`src/rtl/uart_pkg.sv`:
```
// uart_pkg: shared types and constants for the memory-mapped UART transmitter.
//   tx_state_e    : serialiser FSM states
//   ST_*          : bit positions inside the status word
//   ADDR_UART*    : decoder addresses (data/status at UART, ack read at UART+1)
//   status_word() : packs the status fields into the 16-bit read value
package uart_pkg;

  typedef enum logic [1:0] {
    IDLE  = 2'd0,
    START = 2'd1,
    DATA  = 2'd2,
    STOP  = 2'd3
  } tx_state_e;

  localparam int ST_READY   = 0;
  localparam int ST_BUSY    = 1;
  localparam int ST_OVF     = 2;
  localparam int ST_CNT_LSB = 4;

  localparam logic [15:0] ADDR_UART     = 16'h0F00;
  localparam logic [15:0] ADDR_UART_ACK = ADDR_UART + 16'd1;

  function automatic logic [15:0] status_word(input logic       ready,
                                              input logic       busy,
                                              input logic       ovf,
                                              input logic [2:0] cnt);
    logic [15:0] s;
    s                  = '0;
    s[ST_READY]        = ready;
    s[ST_BUSY]         = busy;
    s[ST_OVF]          = ovf;
    s[ST_CNT_LSB +: 3] = cnt;
    return s;
  endfunction

endpackage

```
`src/rtl/uart_tx_fifo.sv`:
```
// uart_tx_fifo: synchronous byte FIFO feeding the UART serialiser.
//   clk, reset : system clock, synchronous active-high flush
//   push, din  : write request and byte; ignored while full
//   pop, dout  : read request; dout always shows the head entry
//   count      : occupancy 0..DEPTH
//   full/empty : derived from the registered count
module uart_tx_fifo
  import uart_pkg::*;
#(
  parameter int DEPTH = 4,
  parameter int AW    = 2
) (
  input  logic          clk,
  input  logic          reset,
  input  logic          push,
  input  logic [7:0]    din,
  input  logic          pop,
  output logic [7:0]    dout,
  output logic [AW:0]   count,
  output logic          full,
  output logic          empty
);

  localparam int CW = AW + 1;

  logic [7:0]    mem_q [DEPTH];
  logic [AW-1:0] wr_ptr_q, wr_ptr_d;
  logic [AW-1:0] rd_ptr_q, rd_ptr_d;
  logic [AW:0]   count_q, count_d;
  logic          push_ok;
  logic          pop_ok;

  assign full    = (count_q == CW'(DEPTH));
  assign empty   = (count_q == '0);
  assign push_ok = push && !full;
  assign pop_ok  = pop && !empty;
  assign dout    = mem_q[rd_ptr_q];
  assign count   = count_q;

  // Pointers are AW bits wide and DEPTH is a power of two, so they wrap naturally.
  always_comb begin
    wr_ptr_d = wr_ptr_q;
    rd_ptr_d = rd_ptr_q;
    count_d  = count_q;
    if (push_ok) wr_ptr_d = wr_ptr_q + AW'(1);
    if (pop_ok)  rd_ptr_d = rd_ptr_q + AW'(1);
    if (push_ok && !pop_ok)      count_d = count_q + CW'(1);
    else if (pop_ok && !push_ok) count_d = count_q - CW'(1);
  end

  always_ff @(posedge clk) begin
    if (reset) begin
      wr_ptr_q <= '0;
      rd_ptr_q <= '0;
      count_q  <= '0;
    end else begin
      wr_ptr_q <= wr_ptr_d;
      rd_ptr_q <= rd_ptr_d;
      count_q  <= count_d;
    end
  end

  // Storage needs no reset: the flushed count marks every entry invalid.
  always_ff @(posedge clk) begin
    if (push_ok) mem_q[wr_ptr_q] <= din;
  end

endmodule

```
`src/rtl/uart_tx_port.sv`:
```
// uart_tx_port: memory-mapped 8N1 UART transmitter.
//   clk, reset   : system clock, synchronous active-high reset
//   wr, datain   : one-cycle write strobe; datain[7:0] is queued
//   statusordata : 1 selects the status word onto dataout, 0 drives zero
//   ack          : one-cycle pulse clearing the sticky overflow flag
//   dataout      : combinational read value for the CPU
//   txd          : registered serial output, idles high
//
// state | meaning
// IDLE  | line high, waiting for a queued byte
// START | start bit (low) for one bit period
// DATA  | eight data bits, LSB first
// STOP  | stop bit (high); chains straight into START if more bytes wait
module uart_tx_port
  import uart_pkg::*;
#(
  parameter int CLKS_PER_BIT = 434,
  parameter int FIFO_DEPTH   = 4,
  parameter int FIFO_AW      = 2
) (
  input  logic        clk,
  input  logic        reset,
  input  logic        wr,
  input  logic [15:0] datain,
  input  logic        statusordata,
  input  logic        ack,
  output logic [15:0] dataout,
  output logic        txd
);

  localparam int BAUD_W = (CLKS_PER_BIT > 1) ? $clog2(CLKS_PER_BIT) : 1;
  localparam logic [BAUD_W-1:0] BAUD_LAST = BAUD_W'(CLKS_PER_BIT - 1);

  tx_state_e         state_q, state_d;
  logic [BAUD_W-1:0] baud_q, baud_d;
  logic [2:0]        bit_idx_q, bit_idx_d;
  logic [7:0]        shreg_q, shreg_d;
  logic              txd_q, txd_d;
  logic              ovf_q, ovf_d;

  logic              fifo_pop;
  logic [7:0]        fifo_dout;
  logic [FIFO_AW:0]  fifo_count;
  logic              fifo_full;
  logic              fifo_empty;
  logic              baud_done;
  logic              unused_datain_hi;

  assign unused_datain_hi = ^datain[15:8];

  uart_tx_fifo #(
    .DEPTH (FIFO_DEPTH),
    .AW    (FIFO_AW)
  ) u_fifo (
    .clk   (clk),
    .reset (reset),
    .push  (wr),
    .din   (datain[7:0]),
    .pop   (fifo_pop),
    .dout  (fifo_dout),
    .count (fifo_count),
    .full  (fifo_full),
    .empty (fifo_empty)
  );

  assign baud_done = (baud_q == BAUD_LAST);

  always_comb begin
    state_d   = state_q;
    baud_d    = baud_q;
    bit_idx_d = bit_idx_q;
    shreg_d   = shreg_q;
    txd_d     = txd_q;
    fifo_pop  = 1'b0;

    case (state_q)
      IDLE: begin
        txd_d = 1'b1;
        if (!fifo_empty) begin
          fifo_pop = 1'b1;
          shreg_d  = fifo_dout;
          baud_d   = '0;
          state_d  = START;
          txd_d    = 1'b0;
        end
      end

      START: begin
        if (baud_done) begin
          baud_d    = '0;
          bit_idx_d = '0;
          state_d   = DATA;
          txd_d     = shreg_q[0];
        end else begin
          baud_d = baud_q + BAUD_W'(1);
        end
      end

      DATA: begin
        if (baud_done) begin
          baud_d = '0;
          if (bit_idx_q == 3'd7) begin
            state_d = STOP;
            txd_d   = 1'b1;
          end else begin
            bit_idx_d = bit_idx_q + 3'd1;
            shreg_d   = shreg_q >> 1;
            // Next bit is presented on the same edge the shift happens.
            txd_d     = shreg_q[1];
          end
        end else begin
          baud_d = baud_q + BAUD_W'(1);
        end
      end

      STOP: begin
        if (baud_done) begin
          baud_d = '0;
          if (!fifo_empty) begin
            // Back-to-back frame: no idle gap between stop and start.
            fifo_pop = 1'b1;
            shreg_d  = fifo_dout;
            state_d  = START;
            txd_d    = 1'b0;
          end else begin
            state_d = IDLE;
            txd_d   = 1'b1;
          end
        end else begin
          baud_d = baud_q + BAUD_W'(1);
        end
      end

      default: begin
        state_d = IDLE;
        txd_d   = 1'b1;
      end
    endcase
  end

  // A dropped write beats a coincident ack so software never misses a loss.
  always_comb begin
    ovf_d = ovf_q;
    if (wr && fifo_full) ovf_d = 1'b1;
    else if (ack)        ovf_d = 1'b0;
  end

  always_ff @(posedge clk) begin
    if (reset) begin
      state_q   <= IDLE;
      baud_q    <= '0;
      bit_idx_q <= '0;
      shreg_q   <= '0;
      txd_q     <= 1'b1;
      ovf_q     <= 1'b0;
    end else begin
      state_q   <= state_d;
      baud_q    <= baud_d;
      bit_idx_q <= bit_idx_d;
      shreg_q   <= shreg_d;
      txd_q     <= txd_d;
      ovf_q     <= ovf_d;
    end
  end

  assign txd = txd_q;

  always_comb begin
    dataout = 16'h0000;
    if (statusordata) begin
      dataout = status_word(!fifo_full,
                            (state_q != IDLE) || !fifo_empty,
                            ovf_q,
                            3'(fifo_count));
    end
  end

endmodule

```
`config.mk`:
```
export PLATFORM = sky130hd
export DESIGN_NAME = uart_tx_port
export DESIGN_NICKNAME = d
export VERILOG_FILES = /design/src/rtl/uart_pkg.sv /design/src/rtl/uart_tx_fifo.sv /design/src/rtl/uart_tx_port.sv
export SDC_FILE = /design/constraint.sdc
export NUM_CORES = 1
export LEC_CHECK = 0
export CAP_MARGIN = 0
export CORE_ASPECT_RATIO = 0.9
export CORE_UTILIZATION = 25
export DETAILED_ROUTE_END_ITERATION = 12
export PLACE_DENSITY = 0.49
export SYNTH_ARGS = -nofsm -noshare
export SYNTH_HDL_FRONTEND = slang
export SYNTH_SLANG_ARGS = --single-unit
```
`constraint.sdc`:
```
create_clock -name clk -period 3.1 [get_ports clk]
set_input_delay 0.775 -clock clk [delete_from_list [all_inputs] [get_ports clk]]
set_output_delay 0.775 -clock clk [all_outputs]
set_load 0.02 [all_outputs]
```
-- After elaboration in Yosys (flattened, before gate mapping)
Memory sizes are Yosys's and may differ from the RTL's. A register that Yosys moved wholly into a read port is not among the register bits.
Index checks and enable logic that the tools add are counted.
- register bits after elaboration: 31
- bits in writable memories: 32
- bits of input ports: 21
- output and inout bits: 17
- word-level logic and storage cells: 87
- memories: 1
- memories (name ; depth ; bits a word ; read ports ; clocked after memory_dff ; wr ports ; RTL line ; text):
    u_fifo.mem_q ; 4 ; 8 ; 1 ; 1 ; 1 ; uart_tx_fifo.sv:26 ; logic [7:0] mem_q [DEPTH];
- add/sub/neg operators: 6
- equality and inequality tests: 12
- mux-type cells: 37
- reductions and logical operators: 22
- operators with widths (cell ; count):
    two-way mux 8 bit ; 4
    case mux 8 bit (3 select lines) ; 1
    two-way mux 9 bit ; 2
    case mux 9 bit (2 select lines) ; 1
    two-way mux 3 bit ; 5
    two-way mux 2 bit ; 7
    two-way mux 1 bit ; 12
    != test 2 bit (second input constant) ; 6
    adder 9 x 1 -> 9 bit (second input constant) ; 1
    == test 9 bit (second input constant) ; 1
    case mux 2 bit (4 select lines) ; 1
    AND reduction 4 bit ; 2
    nonzero test 2 bit ; 4
    two-way mux 7 bit ; 1
    adder 3 x 1 -> 3 bit (second input constant) ; 2
    == test 3 bit (second input constant) ; 2
    case mux 3 bit (2 select lines) ; 1
    logical AND 1 bit ; 5
    AND reduction 5 bit ; 1
    adder 2 x 1 -> 2 bit (second input constant) ; 2
    == test 2 bit (second input constant) ; 2
    logical NOT 1 bit ; 4
    case mux 1 bit (4 select lines) ; 1
    logical NOT 3 bit ; 1
    other kinds (8) ; 8

-- Depth between registers and ports, before layout
- depth in word-level cells: 8
- mapped depth: 11
- gate-level depth less buffers: 11

-- Hierarchy
A second synthesis with hierarchy kept.
- cell total of the unflattened synthesis: 249
- area, all modules: 3134.3 sq um
- modules (own cells, without submodules) (module ; instances ; cells each ; area an instance (sq um) ; sequential area each (sq um)):
    uart_tx_fifo ; 1 ; 90 ; 1620.3 ; 1141.1
    uart_tx_port ; 1 ; 159 ; 1514.0 ; 480.5

-- Worst setup path before layout
No wires, ideal clock.
- path kind: in2reg
- from: input port wr
- to: register u_fifo.count_q[2], in the netlist u_fifo.count[2]
- library setup time: 71 ps
- arrival: 2378 ps
- data required time: 3029 ps
- path slack: 651 ps
- stages: 7
- path buffers: 0
- cell sequence: a21boi_1 ha_1 inv_1 fa_1 xor2_1 or3_1 a21oi_1
- word-level cells in the longest chain between the ends: 4
- elaborated cells between the ends (all ways): 6
- those cells by class: mux (1); reduce/logical (5)
- RTL lines (item ; RTL line ; text):
    start: declaration ; uart_tx_port.sv:23 ; input logic wr,
    logical AND 1 bit * ; uart_tx_fifo.sv:35 ; assign push_ok = push && !full;
    logical NOT 1 bit ; uart_tx_fifo.sv:48 ; else if (pop_ok && !push_ok) count_d = count_q - CW'(1);
    logical AND 1 bit ; uart_tx_fifo.sv:48 ;
    nonzero test 2 bit (no line) ; n/a ;
    end signal: assignment ; uart_tx_fifo.sv:59 ; count_q <= count_d;
    end: declaration ; uart_tx_fifo.sv:29 ; logic [AW:0] count_q, count_d;
Mark *: on every way between the ends. The rest lies on a longest branch, timed or not.
A chain may end at the register's enable or synchronous reset.

-- Worst setup path in the final report
- from: register state_q[0]
- to: output port dataout[1]
- word-level cells in the longest chain between the ends: 3
- RTL lines (item ; RTL line ; text):
    start: declaration ; uart_tx_port.sv:34 ; tx_state_e state_q, state_d;
    start signal: assignment ; uart_tx_port.sv:157 ; state_q <= state_d;
    nonzero test 2 bit ; uart_tx_port.sv:172 ; (state_q != IDLE) || !fifo_empty,
    logical OR 1 bit ; uart_tx_port.sv:172 ;
    two-way mux 7 bit ; uart_tx_port.sv:170 ; if (statusordata) begin
    end: declaration ; uart_tx_port.sv:27 ; output logic [15:0] dataout,
No other way between the ends.

==> impl_metrics.yaml <==
setup_path:
  crit_chain: "inv_1 -> ha_1 -> or4b_2 -> and2_1 -> dlygate4sd2_1"
  cpPeakStageDelay_ns: 0.62
  setup.worst_path.class: "reg -> out"
  endpoint_kind: "output port"
  r2r_start: "state_q[1]"
  worst_r2r_endpoint: "u_fifo.count[2]"
  cp.required_ns: 2.32
  reg2reg_slack_ns: 0.36
  startpoint_type: "register"
  critPathArrivalTime_ns: 2.14
  crit_fanout: 5
  crit_slowest_cell: "or4b_2"
  worst_r2r_path_depth: 11
  crit_cells: 5
  critPathTopFamily: "simple AND/OR/NAND/NOR gates"
  cp_num_buf_inv: 2
synth:
  async_reset_ff_share_pct: 0
  ys_warn_count: 0
  synth.distinct_cells: 52
  synth-seq-cells: 65
  syn_area_sq_um: 3080
  synth-seq-area-share_pct: 52.6
  synth_top_flop_cell: "dfxtp_1"
  syn_inst: 272
  avgSynthCellArea_sq_um: 11.3
  synth_edf_count: 32
clocking:
  root_buffer: "clkbuf_16"
  cts_buffers: 9
  cts-hold-fix-buffers: 0
  cts_sinks: 65
  post_cts_buffers: 0
  cts_tree: "built"
  worstSkewPairLatency_ns: 0.33
  htreeDepth: 3
  cts_buffer_depth: 2
  path_clk_slew_ns: 0.06
  cts.repair.resized: 1
timing:
  max_clock_freq_ghz: 0.343
  final_max_slew_viol_count: 0
  final_hold_viol_count: 0
  setup_viol: 0
  whs_ns: 0.465
  post-route-period-util_pct: 94.1
  worst_pin_slew_ns: 0.891
  clock_skew_ns: 0.00907
  maxSlewHeadroom_pct: 40.5
  rsz0062_at_grt: "false"
  tns_ns: 0
  final.min_clock_period_ns: 2.92
floorplan:
  die_width_um: 119
  start_util_pct: 25.6
  die_area_sq_um: 12800
  core_area_sq_um: 12000
  num_rows: 38
  fp.dieH_um: 107
  io_pins: 38
drt:
  viasPerCell: 4.40
  finalWirelength_um: 5830
  drt.antenna.violating_nets: 0
  vias: 2028
  drtPass1Iterations: 4
  drc: 0
  wire_per_inst_um: 12.6
  initialDrtViolationCount: 58
global_routing:
  grt_pass1_vias: 2014
  gr-total-overflow: 0
  antenna_found_initial: 0
  grt_pass1_wl_um: 9990
  grt_usage_pct: 10.2
  grt_max_degree: 22
finish:
  drive_above_1_share_pct: 10.6
  areaGrowthSynthToFinish_pct: 20.2
  multiInputGateArea_sq_um: 1350
  final_cells: 461
  fill_cells: 1221
  antenna_cells: 0
  regArea_sq_um: 1620
  finalNetCount: 332
power_and_ir_drop:
  seqPwrFrac_pct: 35.9
  switching_power_mw: 1.19
  p_int_mw: 2.10
  pwr-share-comb_pct: 34.6
  max-vdd-ir-drop_v: 0.000399
  clockPowerShare_pct: 29.5
  p_per_area_nw_per_um2: 889
  p_sw_share_pct: 36.1
  p_leak_nw: 1.29
placed_design:
  dp_hpwl_um: 3960
  port-buffer-count: 19
  gp_congestion: 0.694
  dp_cells: 445
run_status:
  outcome: "finished clean"
min_path:
  hp-class: "reg -> reg"
  hold_depth: 1
  hold_path_end: "txd"
  holdCritStartpoint: "txd"
run:
  maxCapViolations: 0
-- worst reg2reg max path: cells and delay by family, from the launching register on --
kind | cells | cell delay [ns]
fa+ha+maj | 3 | 1.00
compound gates | 1 | 0.14
flops | 1 | 0.42
simple gates | 4 | 0.76
buf+inv | 2 | 0.18
xor+xnor | 1 | 0.18
-- through the flow --
step / setup WS, ns / total power [mW] / utilization (%) / instance area [sq um]
after CTS: 0.162 / 3.34 / 30.8 / 3700
after floorplan: 0.651 / 2.04 / - / 3120
after detailed placement: 0.202 / 2.35 / 28.4 / 3420
after global routing: 0.0810 / 3.52 / 30.8 / 3700
after global placement: 0.213 / 2.33 / 28.4 / 3420
final: 0.182 / 3.29 / 30.8 / 3700
-- metal layers --
layer / share of wire [%] / track usage (%) / vias to the layer above
li1: - / - / 1022
met5: 0 / 0 / -
met1: 48 / 12.1 / 967
met2: 48 / 17.2 / 32
met4: 1.6 / 4.88 / 0
met3: 2.4 / 2.54 / 7
-- cell usage in the layout, fill, tap and decap left out, types with 2 or more instances in the layout --
master and instances:
inv_8 2, nand3_1 4, a21oi_1 14, a211oi_1 2, dfxtp_1 33, and2_1 9
ha_1 14, and4_2 2, clkbuf_16 9, nand4_1 8, xor2_1 5, o21a_1 2
buf_4 3, conb_1 10, clkdlybuf4s50_1 18, a32o_1 2, clkinvlp_4 2, mux2i_1 18
nor2b_1 4, a22oi_1 7, o21ai_1 2, inv_6 2, inv_1 9, and4_1 2
nor2_1 23, o21ai_0 10, or3_1 2, nand2_1 8, nor3_1 8, edfxtp_1 32
nand2b_1 7, xnor2_1 4
-- layout make-up --
| class | count | share of cell area, % |
|---|---|---|
| sequential | 65 | 43.8 |
| clock buffer | 9 | 6.08 |
| multi-input combinational | 189 | 36.5 |
| inverter | 9 | 0.912 |
| timing repair buffer | 22 | 5.71 |
| tap | 160 | 5.40 |
| clock inverter | 7 | 1.62 |
-- power groups by stage --
stage	sequential, mW	combinational [mW]	clock (mW)
after floorplan	1.15	0.891	0
after global placement	1.20	1.13	0
after detailed placement	1.20	1.15	0
after CTS	1.19	1.16	0.996
after global routing	1.21	1.29	1.03
final	1.18	1.14	0.970
-- worst max-delay path by stage --
| stage | slack (ns) | start | endpoint |
|---|---|---|---|
| finish | 0.18 | state_q[0] | dataout[1] |
| global route | 0.08 | state_q[0] | dataout[1] |
| CTS | 0.16 | state_q[0] | dataout[1] |
| detailed placement | 0.20 | statusordata | dataout[0] |
| global placement | 0.21 | statusordata | dataout[0] |
| floorplan | 0.65 | wr | u_fifo.count[2] |
-- cells by family (layout without fill, tap and decap cells) --
logic type | count (synthesis) | count (layout) | share of synthesized area [%]
flops | 65 | 65 | 52.6
xor+xnor | 9 | 9 | 2.56
mux | 20 | 20 | 6.94
simple gates | 85 | 85 | 16.0
fa+ha+maj | 15 | 15 | 6.33
buf+inv | 27 | 47 | 4.63
compound gates | 50 | 50 | 10.8
other cells | 1 | 10 | 0.122
-- cells in the mapped netlist, types with 9 or more instances --
cell       n  area [sq um]
a21oi_1   14          70.1
buf_4     10          75.1
o21ai_0   10          50.1
inv_1      9          33.8
nor2_1    23          86.3
ha_1      14           175
dfxtp_1   33           661
mux2i_1   18           180
edfxtp_1  32           961
and2_1     9          56.3
-- registers in the layout, indices dropped and copies added (netlist names), named ones only --
register / flops
bit_idx_q: 3
u_fifo.rd_ptr_q: 2
u_fifo.mem_q: 32
u_fifo.wr_ptr_q: 2
ovf_q: 1
baud_q: 9
shreg_q: 8
txd: 1
state_q: 2
u_fifo.count: 3
Note: power is estimated with default switching activity, not from simulation.
